[src/rtl/reg_alu_pkg.sv]
// reg_alu_pkg: opcodes, width limits and EX-stage record shared by reg_alu_pipe
package reg_alu_pkg;
  localparam int OPSize = 3;
  localparam int DAMax = 64;
  localparam int ADMax = 16;
  typedef enum logic [OPSize-1:0] {
    OP_ADD = 3'b000,
    OP_SUB = 3'b001,
    OP_AND = 3'b010,
    OP_OR  = 3'b011,
    OP_XOR = 3'b100,
    OP_SLL = 3'b101,
    OP_SRL = 3'b110,
    OP_SRA = 3'b111
  } op_e;
  typedef struct packed {
    logic [DAMax-1:0] A;
    logic [DAMax-1:0] B;
    op_e              op;
    logic             S;
    logic             WB;
    logic [ADMax-1:0] WB_ADDR;
    logic             valid;
  } ex_stage_t;
endpackage

[src/rtl/reg_file_mp.sv]
// reg_file_mp: 2**AW x DW register file, two async reads, load + write-back ports (write-back wins)
// ports: clk, rst (sync, active-low, clears all words), ld_we/ld_addr/ld_data load port,
//        wb_we/wb_addr/wb_data write-back port, rd_addr_1/2 -> rd_data_1/2 combinational reads
module reg_file_mp #(
  parameter int DW = 32,
  parameter int AW = 5
) (
  input  logic          clk,
  input  logic          rst,
  input  logic          ld_we,
  input  logic [AW-1:0] ld_addr,
  input  logic [DW-1:0] ld_data,
  input  logic          wb_we,
  input  logic [AW-1:0] wb_addr,
  input  logic [DW-1:0] wb_data,
  input  logic [AW-1:0] rd_addr_1,
  input  logic [AW-1:0] rd_addr_2,
  output logic [DW-1:0] rd_data_1,
  output logic [DW-1:0] rd_data_2
);
  logic [DW-1:0] mem_q [2**AW];
  logic [DW-1:0] mem_d [2**AW];
  assign rd_data_1 = mem_q[rd_addr_1];
  assign rd_data_2 = mem_q[rd_addr_2];
  always_comb begin
    mem_d = mem_q;
    if (ld_we) mem_d[ld_addr] = ld_data;
    if (wb_we) mem_d[wb_addr] = wb_data;
  end
  always_ff @(posedge clk) begin
    if (!rst) begin
      for (int i = 0; i < 2**AW; i++) mem_q[i] <= '0;
    end else begin
      mem_q <= mem_d;
    end
  end
endmodule

[src/rtl/reg_alu_pipe.sv]
// reg_alu_pipe: register file feeding a 2-stage valid/ready ALU pipeline with write-back and sticky overflow
// ports: clk, rst (sync, active-low); Write/Write_ADDR/DIN load port;
//        in_valid/in_ready + Read_ADDR_1/2, OP, S, WB, WB_ADDR op command;
//        out_valid/out_ready + alu_result, Overflow result; ovf_sticky, clr_ovf sticky overflow
// build option: define REG_ALU_FWD_EN to bypass EX results to a dependent issue instead of stalling
module reg_alu_pipe
  import reg_alu_pkg::*;
#(
  parameter int DASize = 32,
  parameter int ADSize = 5
) (
  input  logic              clk,
  input  logic              rst,
  input  logic              Write,
  input  logic [ADSize-1:0] Write_ADDR,
  input  logic [DASize-1:0] DIN,
  input  logic              in_valid,
  output logic              in_ready,
  input  logic [ADSize-1:0] Read_ADDR_1,
  input  logic [ADSize-1:0] Read_ADDR_2,
  input  logic [2:0]        OP,
  input  logic              S,
  input  logic              WB,
  input  logic [ADSize-1:0] WB_ADDR,
  output logic              out_valid,
  input  logic              out_ready,
  output logic [DASize-1:0] alu_result,
  output logic              Overflow,
  output logic              ovf_sticky,
  input  logic              clr_ovf
);
  localparam int SHW = $clog2(DASize);
  localparam int M = DASize - 1;
  ex_stage_t ex_q, ex_d;
  logic out_valid_q, out_valid_d, ovf_q, ovf_d, sticky_q, sticky_d;
  logic [DASize-1:0] res_q, res_d;
  logic [DASize-1:0] rd1, rd2, a, b, opa, opb, alu_res;
  logic [DASize:0] sum, diff;
  logic [SHW-1:0] sh;
  logic [ADSize-1:0] ex_wb_addr;
  logic alu_ovf, out_free, ex_adv, issue, hit1, hit2, hazard_stall, unused_ex;
  assign a = ex_q.A[DASize-1:0];
  assign b = ex_q.B[DASize-1:0];
  assign ex_wb_addr = ex_q.WB_ADDR[ADSize-1:0];
  assign unused_ex = ^{ex_q.A, ex_q.B, ex_q.WB_ADDR};
  always_comb begin
    sum = {1'b0, a} + {1'b0, b};
    diff = {1'b0, a} - {1'b0, b};
    sh = b[SHW-1:0];
    alu_res = '0;
    alu_ovf = 1'b0;
    unique case (ex_q.op)
      OP_ADD: begin
        alu_res = sum[M:0];
        alu_ovf = ex_q.S ? (a[M] == b[M]) && (sum[M] != a[M]) : sum[DASize];
      end
      OP_SUB: begin
        alu_res = diff[M:0];
        alu_ovf = ex_q.S ? (a[M] != b[M]) && (diff[M] != a[M]) : diff[DASize];
      end
      OP_AND: alu_res = a & b;
      OP_OR:  alu_res = a | b;
      OP_XOR: alu_res = a ^ b;
      OP_SLL: alu_res = a << sh;
      OP_SRL: alu_res = a >> sh;
      OP_SRA: alu_res = $unsigned($signed(a) >>> sh);
      default: alu_res = '0;
    endcase
  end
  assign hit1 = ex_q.valid & ex_q.WB & (Read_ADDR_1 == ex_wb_addr);
  assign hit2 = ex_q.valid & ex_q.WB & (Read_ADDR_2 == ex_wb_addr);
`ifdef REG_ALU_FWD_EN
  assign hazard_stall = 1'b0;
  assign opa = hit1 ? alu_res : rd1;
  assign opb = hit2 ? alu_res : rd2;
`else
  assign hazard_stall = hit1 | hit2;
  assign opa = rd1;
  assign opb = rd2;
`endif
  assign out_free = !out_valid_q | out_ready;
  assign ex_adv = ex_q.valid & out_free;
  assign in_ready = rst & (!ex_q.valid | out_free) & !hazard_stall;
  assign issue = in_valid & in_ready;
  always_comb begin
    ex_d = ex_q;
    ex_d.valid = ex_q.valid & !ex_adv;
    if (issue) begin
      ex_d.A = DAMax'(opa);
      ex_d.B = DAMax'(opb);
      ex_d.op = op_e'(OP);
      ex_d.S = S;
      ex_d.WB = WB;
      ex_d.WB_ADDR = ADMax'(WB_ADDR);
      ex_d.valid = 1'b1;
    end
    out_valid_d = out_free ? ex_q.valid : 1'b1;
    res_d = ex_adv ? alu_res : res_q;
    ovf_d = ex_adv ? alu_ovf : ovf_q;
    sticky_d = (out_valid_q & out_ready & ovf_q) | (sticky_q & !clr_ovf);
  end
  always_ff @(posedge clk) begin
    ex_q <= !rst ? '0 : ex_d;
    out_valid_q <= !rst ? 1'b0 : out_valid_d;
    res_q <= !rst ? '0 : res_d;
    ovf_q <= !rst ? 1'b0 : ovf_d;
    sticky_q <= !rst ? 1'b0 : sticky_d;
  end
  assign out_valid = out_valid_q;
  assign alu_result = res_q;
  assign Overflow = ovf_q;
  assign ovf_sticky = sticky_q;
  reg_file_mp #(.DW(DASize), .AW(ADSize)) u_rf (
    .clk      (clk),
    .rst      (rst),
    .ld_we    (Write),
    .ld_addr  (Write_ADDR),
    .ld_data  (DIN),
    .wb_we    (ex_adv & ex_q.WB),
    .wb_addr  (ex_wb_addr),
    .wb_data  (alu_res),
    .rd_addr_1(Read_ADDR_1),
    .rd_addr_2(Read_ADDR_2),
    .rd_data_1(rd1),
    .rd_data_2(rd2)
  );
endmodule

[config.mk]
export PLATFORM = sky130hd
export DESIGN_NAME = reg_alu_pipe
export DESIGN_NICKNAME = d
export VERILOG_FILES = /design/src/rtl/reg_alu_pkg.sv /design/src/rtl/reg_file_mp.sv /design/src/rtl/reg_alu_pipe.sv
export SDC_FILE = /design/constraint.sdc
export NUM_CORES = 2
export LEC_CHECK = 0
export BUFFER_PORTS_ARGS = -buffer_cell sky130_fd_sc_hd__buf_2
export CORE_MARGIN = 1.5
export CORE_UTILIZATION = 30
export DETAILED_ROUTE_END_ITERATION = 10
export GPL_TIMING_DRIVEN = 0
export PLACE_DENSITY = 0.47
export SLEW_MARGIN = 40
export SYNTH_ARGS = -nofsm -noshare
export SYNTH_HDL_FRONTEND = slang
export SYNTH_SLANG_ARGS = --single-unit
[constraint.sdc]
create_clock -name clk -period 4.8 [get_ports clk]
set_input_delay 0.96 -clock clk [delete_from_list [all_inputs] [get_ports clk]]
set_output_delay 0.96 -clock clk [all_outputs]
set_load 0.05 [all_outputs]
---- Word-level counts from Yosys, hierarchy flattened ----
Index checks and enable logic that the tools add are counted.
word-level totals
  bits in registers ....................... 1134
  latch bits .............................. 0
  bits in writable memories ............... 0
  memory bits (read-only) ................. 0
  input port bits ......................... 63
  output and inout port bits .............. 36
  word-level logic and storage cells ...... 120
  memories ................................ 0
operators by class
  add/sub/neg operators ................... 2
  $mul .................................... 0
  divide/modulo/power cells ............... 0
  $lt $le $gt $ge ......................... 6
  equal/unequal tests ..................... 13
  shift operators ......................... 3
  multiplexer cells ....................... 20
  bitwise operators ....................... 23
  reductions and logical operators ........ 10
operator list
  operator              count
  $bwmux W1024          2
  $mux W1024            2
  $bmux W32 S5          2
  $demux W32 S5         2
  $pmux W32 S8          1
  $mux W32              6
  $add A32 B32 Y33      1
  $sub A32 B32 Y33      1
  $and A32 B32 Y32      1
  $or A32 B32 Y32       1
  $shl A32 B5 Y32       1
  $shr A32 B5 Y32       1
  $sshr A32 B5 Y32      1
  $xor A32 B32 Y32      1
  $ge A6 B6 Y1 const B  4
  $not A5 Y6            4
  $and A1 B1 Y1         12
  $eq A3 B3 Y1 const B  4
  $lt A6 B1 Y1 const B  2
  $eq A5 B5 Y1          2
  $eq A3 B2 Y1 const B  2
  $logic_not A1 Y1      5
  $logic_and A1 B1 Y1   4
  $mux W1               4
  other kinds (6)       11

---- Longest topological paths before layout ----
  depth after elaboration ................. 9
  gate-level depth with buffers ........... 17
  gate-level depth less buffers ........... 13

---- Cells and area by module ----
From an unflattened synthesis, not the netlist that was laid out.
unflattened totals
  cells, all modules ...................... 9779
  area total of the unflattened synthesis .. 76498.4 um2
by module, submodules not included
  module        instances  cells an instance  area an instance (um2)  sequential area each (um2)
  reg_file_mp   1          8052               63284.4                 20499.7
  reg_alu_pipe  1          1727               13213.9                 2202.1

---- Worst setup path after synthesis ----
Ideal clock, no wire load.
  kind .................................... reg-to-reg
  start point ............................. register ex_q (netlist bit b[3])
  end point ............................... register u_rf.mem_q[491] (netlist name)
  setup time .............................. 0.137 ns
  arrival ................................. 3.740 ns
  data required time ...................... 4.663 ns
  path slack .............................. 0.923 ns
  cell stages (with the launch flop) ...... 16
  buffers on the path ..................... 4
  clock period less this slack ............ 3.877 ns
  cells stage by stage .................... dfxtp_1 > buf_4 > inv_1 > buf_1 > clkbuf_1 > ha_1 > and2_1 > a221oi_1 > a21oi_1 > or3_1 > a21oi_1 > nor2_1 > a221o_1 > a21oi_1 > buf_2 > a211oi_1
on the way
  longest elaborated chain between the ends .. 4
  elaborated cells on any way between the ends .. 8
  those cells by class .................... add/sub: 2; shift: 3; mux: 3
ends and longest elaborated chain
  element                                   RTL line             text
  from (decl)                               reg_alu_pipe.sv:34   ex_stage_t ex_q, ex_d;
  from (signal assigned)                    reg_alu_pipe.sv:103  ex_q <= !rst ? '0 : ex_d;
  $sub A32 B32 Y33 (tied with other cells)  reg_alu_pipe.sv:48   diff = {1'b0, a} - {1'b0, b};
  $pmux W32 S8 (*)                          reg_alu_pipe.sv:52   unique case (ex_q.op)
  $bwmux W1024 (*)                          reg_file_mp.sv:28    if (wb_we) mem_d[wb_addr] = wb_data;
  $mux W1024 (*)                            reg_file_mp.sv:28
  to (signal assigned)                      reg_file_mp.sv:34    mem_q <= mem_d;
  to (decl)                                 reg_file_mp.sv:21    logic [DW-1:0] mem_q [2**AW];
Mark *: on every way between the ends. The rest lies on a longest branch, timed or not.
A chain may end at the register's enable or synchronous reset.

---- Worst setup path after layout ----
  start point ............................. register ex_q (netlist bit b[2])
  end point ............................... register u_rf.mem_q[967] (netlist name)
Same word-level chain as after synthesis.

==> key figures <==
Detailed routing
  – Routed via count divided by cell count: 6.48
  – Count of vias placed by the detailed router: 76700
  – Total detailed-routing wirelength: 469000 um
  – DRC violation count after routing: 6
  – First-iteration detailed-routing DRC count: 11500
  – Avg WL per Cell: 39.6 um
  – Antenna-violating nets left: 0
  – Drt pass-1 iters: 11

Logic synthesis
  – Syn_area_per_cell: 9.43 sq um
  – Async set or reset register ratio after synthesis: 0%
  – Number of distinct library cells after synthesis: 101
  – Synthesized Nets: 8215
  – Dominant cell type by area after synthesis: sky130_fd_sc_hd__dfxtp_1
  – Post-synthesis cell area: 75900 sq um
  – Post-synth EDFFs: 0
  – Gate Count Post-Synth: 8053
  – Most used flip-flop cell after synthesis: sky130_fd_sc_hd__dfxtp_1
  – Ranking of synthesized cells by area: sky130_fd_sc_hd__dfxtp_1, sky130_fd_sc_hd__mux4_2, sky130_fd_sc_hd__a211oi_1
  – Flip-flop and latch count after synthesis: 1134
  – Synth Warn #: 0
  – Area share of the largest cell type after synthesis: 29.9%
  – Portion of the post-synthesis area used by sequential elements: 29.9%

Floorplanning
  – Core box area: 251000 sq um
  – Standard-cell row count: 184
  – Starting Density: 30.2%
  – Count of boundary I/O pins: 99
  – Full die area: 256000 sq um
  – DIE WIDTH: 506 um
  – Y dimension of the die: 506 um

Layout
  – Nets: 8525
  – Final design area excluding fillers: 87600 sq um
  – Synth-to-layout area growth: 15.4%
  – Ratio of cells with drive above 1 in the final layout: 24.6%
  – Number of fillers in the final layout: 26000

GRT
  – Overall fraction of global-route tracks in use: 35.3%
  – Pin count of the biggest net entering global routing: 20
  – First-pass GRT wire length: 623000 um
  – Vias in the first global route: 71400
  – Initial antenna violation count: 48
  – Leftover overflow at the end of global routing: 0

Timing
  – Setup Total Neg Slack: -0.265 ns
  – Worst hold margin: 0.347 ns
  – Upper clock frequency limit: 0.206 GHz
  – Slew headroom: 31.9%
  – Hold Violations, Final: 0
  – Final setup slack of the worst path: -0.0627 ns
  – Period minus WS final: 4.86 ns
  – Tightest Pin Transition: 1.02 ns
  – Period Utilization, post-route: 101%
  – Unrepaired setup endpoints after global routing: no
  – Final setup violation count: 11
  – Worst setup skew after layout: 0.0831 ns
  – Count of pins over their slew limit: 0

Place
  – Estimated wirelength of the detail-placed design: 385000 um
  – IO Port Bufs: 91
  – RD Place Congestion: 1.09
  – Placement-stage cell area: 82000 sq um
  – Pre-CTS WS: -1.59 ns

Worst setup path
  – Biggest fanout along the worst timing path: 10
  – Required time worst endpoint: 5.44 ns
  – Worst path arrival time: 5.50 ns
  – Element type at the critical path end: flop
  – Startpoint-to-endpoint class of the critical path: flop to flop
  – Category of the worst setup path launch point: flop

Power and ir drop
  – Clock share of power: 43.4%
  – Switching power as a share of total power: 34.9%
  – Standby leakage power: 0.0321 uW
  – Net switching component of the power: 9380 uW
  – Sequential share of power: 36.0%
  – Largest vdd supply drop: 0.000370 V
  – Internal power summed over all cells: 17500 uW
  – PwrDens: 307 nW/um^2
  – Comb pwr share: 20.6%

Clock tree
  – H-tree depth reported by CTS: 4
  – Deepest clock path buffer count: 3
  – Clock-pin transition on the worst setup and hold timing paths: 0.08 ns
  – Clock root buffer: sky130_fd_sc_hd__clkbuf_16
  – Num Clock Sinks: 1134
  – Later-pin clock latency in the skew report: 0.85 ns
  – Number of buffers created by CTS: 145
  – TritonCTS clock tree: yes

Flow run
  – Max-capacitance violation count: 0

Worst hold path
  – Class of the most critical hold timing path: input port to flop

Run status
  – Status: complete, but fails checks
  – Violated checks: design-rule violations, negative setup slack
state kept, by name, summed over array words and instances (netlist names):
register	cells
a	32
u_rf.mem_q	1024
ovf_sticky	1
alu_result	32
out_valid	1
Overflow	1
ex_q	11
b	32
synthesized netlist by cell type, drive strengths merged, types with 20 or more instances:
library cell / count
o22ai: 51
o21ai: 550
inv: 111
dfxtp: 1134
nor2b: 98
o211a: 36
nand3: 146
clkbuf: 746
ha: 97
buf: 235
mux2i: 427
mux2: 387
a211oi: 602
a2111oi: 20
a311oi: 92
nand2b: 23
a31oi: 56
and3: 56
nor3: 53
a21oi: 562
nor2: 733
o21a: 50
o211ai: 32
nand2: 772
mux4: 703
layout make-up:
type                            instances  area [sq um]  share of cell area [%]
Antenna cell                           16          40.0                  0.0457
Tap cell                             3348          4190                    4.78
Sequential cell                      1134         22700                    25.9
Clock inverter                         48           668                   0.762
Inverter                              112           424                   0.484
Buffer                                979          4490                    5.12
Clock buffer                          212          4240                    4.84
Multi-Input combinational cell       5824         49300                    56.3
Timing Repair Buffer                  167          1570                    1.79
path summary, 6_finish.rpt:
path | slack, ns | end | depth (start not counted) | startpoint
worst max-delay path | -0.06 | u_rf.mem_q[967]$_SDFF_PN0_ | 12 | b[2]$_SDFFE_PN0P_
worst min register to register | 0.46 | alu_result[6]$_SDFFE_PN0P_ | 2 | alu_result[6]$_SDFFE_PN0P_
worst min-delay path | 0.35 | ex_q[19]$_SDFFE_PN0P_ | 3 | OP[0]
worst max register to register | -0.06 | u_rf.mem_q[967]$_SDFF_PN0_ | 12 | b[2]$_SDFFE_PN0P_
power by group through the flow:
| stage | Clock (uW) | Combinational (uW) | Sequential, uW |
|---|---|---|---|
| after floorplan | 0 | 2510 | 9850 |
| after global placement | 0 | 4880 | 9870 |
| final | 11700 | 5530 | 9670 |
| after detailed placement | 0 | 5050 | 9870 |
| after global routing | 12000 | 5520 | 9680 |
| after CTS | 11600 | 5170 | 9660 |
routing by layer:
| layer | share of wire (%) | global-route usage (%) | up-vias |
|---|---|---|---|
| met5 | 0.050 | 0.278 | - |
| met4 | 7.1 | 20.5 | 10 |
| met3 | 11 | 9.61 | 1368 |
| met2 | 44 | 54.9 | 5541 |
| met1 | 38 | 43.7 | 38900 |
| li1 | - | - | 30900 |
critical path, stage by stage, from the launching register on:
cell and delay [ns]:
sky130_fd_sc_hd__dfxtp_1 0.33, sky130_fd_sc_hd__buf_4 0.26, sky130_fd_sc_hd__buf_2 0.39, sky130_fd_sc_hd__buf_1 0.53, sky130_fd_sc_hd__buf_1 0.56, sky130_fd_sc_hd__a211oi_1 0.15
sky130_fd_sc_hd__o21ai_0 0.28, sky130_fd_sc_hd__nand2_1 0.19, sky130_fd_sc_hd__a21oi_1 0.40, sky130_fd_sc_hd__a221oi_1 0.21, sky130_fd_sc_hd__o21ai_4 0.70, sky130_fd_sc_hd__buf_2 0.58
sky130_fd_sc_hd__a21oi_1 0.13
placed cells by master, fill, tap and decap left out, types with 106 or more instances in the layout:
master                      instances
sky130_fd_sc_hd__a211oi_1         584
sky130_fd_sc_hd__a21oi_1          532
sky130_fd_sc_hd__buf_2            253
sky130_fd_sc_hd__clkbuf_1         547
sky130_fd_sc_hd__clkbuf_16        147
sky130_fd_sc_hd__clkbuf_2         224
sky130_fd_sc_hd__dfxtp_1         1131
sky130_fd_sc_hd__inv_1            106
sky130_fd_sc_hd__mux2_2           386
sky130_fd_sc_hd__mux2i_1          425
sky130_fd_sc_hd__mux4_2           692
sky130_fd_sc_hd__nand2_1          772
sky130_fd_sc_hd__nand3_1          142
sky130_fd_sc_hd__nor2_1           719
sky130_fd_sc_hd__o21ai_0          538
cells by family after synthesis:
kind of cell | after synthesis | share of synthesized area (%)
buf+inv | 1095 | 5.86
simple gates | 1977 | 11.1
fa+ha+maj | 99 | 1.65
mux | 1517 | 32.3
flops | 1134 | 29.9
compound gates | 2209 | 19.0
xor+xnor | 22 | 0.254
stage by stage:
stage,power [uW],util (%),std cells
6_report,26900,34.9,11800
2_1_floorplan,12400,-,8053
5_1_grt,27200,34.9,11800
4_1_cts,26500,34.7,11800
3_3_place_gp,14700,32.0,11500
3_5_place_dp,14900,32.6,11500
what timing repair did:
item | CTS | global route
setup endpoints to repair | 746 | 591
hold endpoints to repair | 0 | 0
buffers inserted | 15 | 7
pin swaps | 9 | 11
gates resized for setup | 76 | 69
hold buffers | 0 | 0
Power figures use the tool's default switching activity.
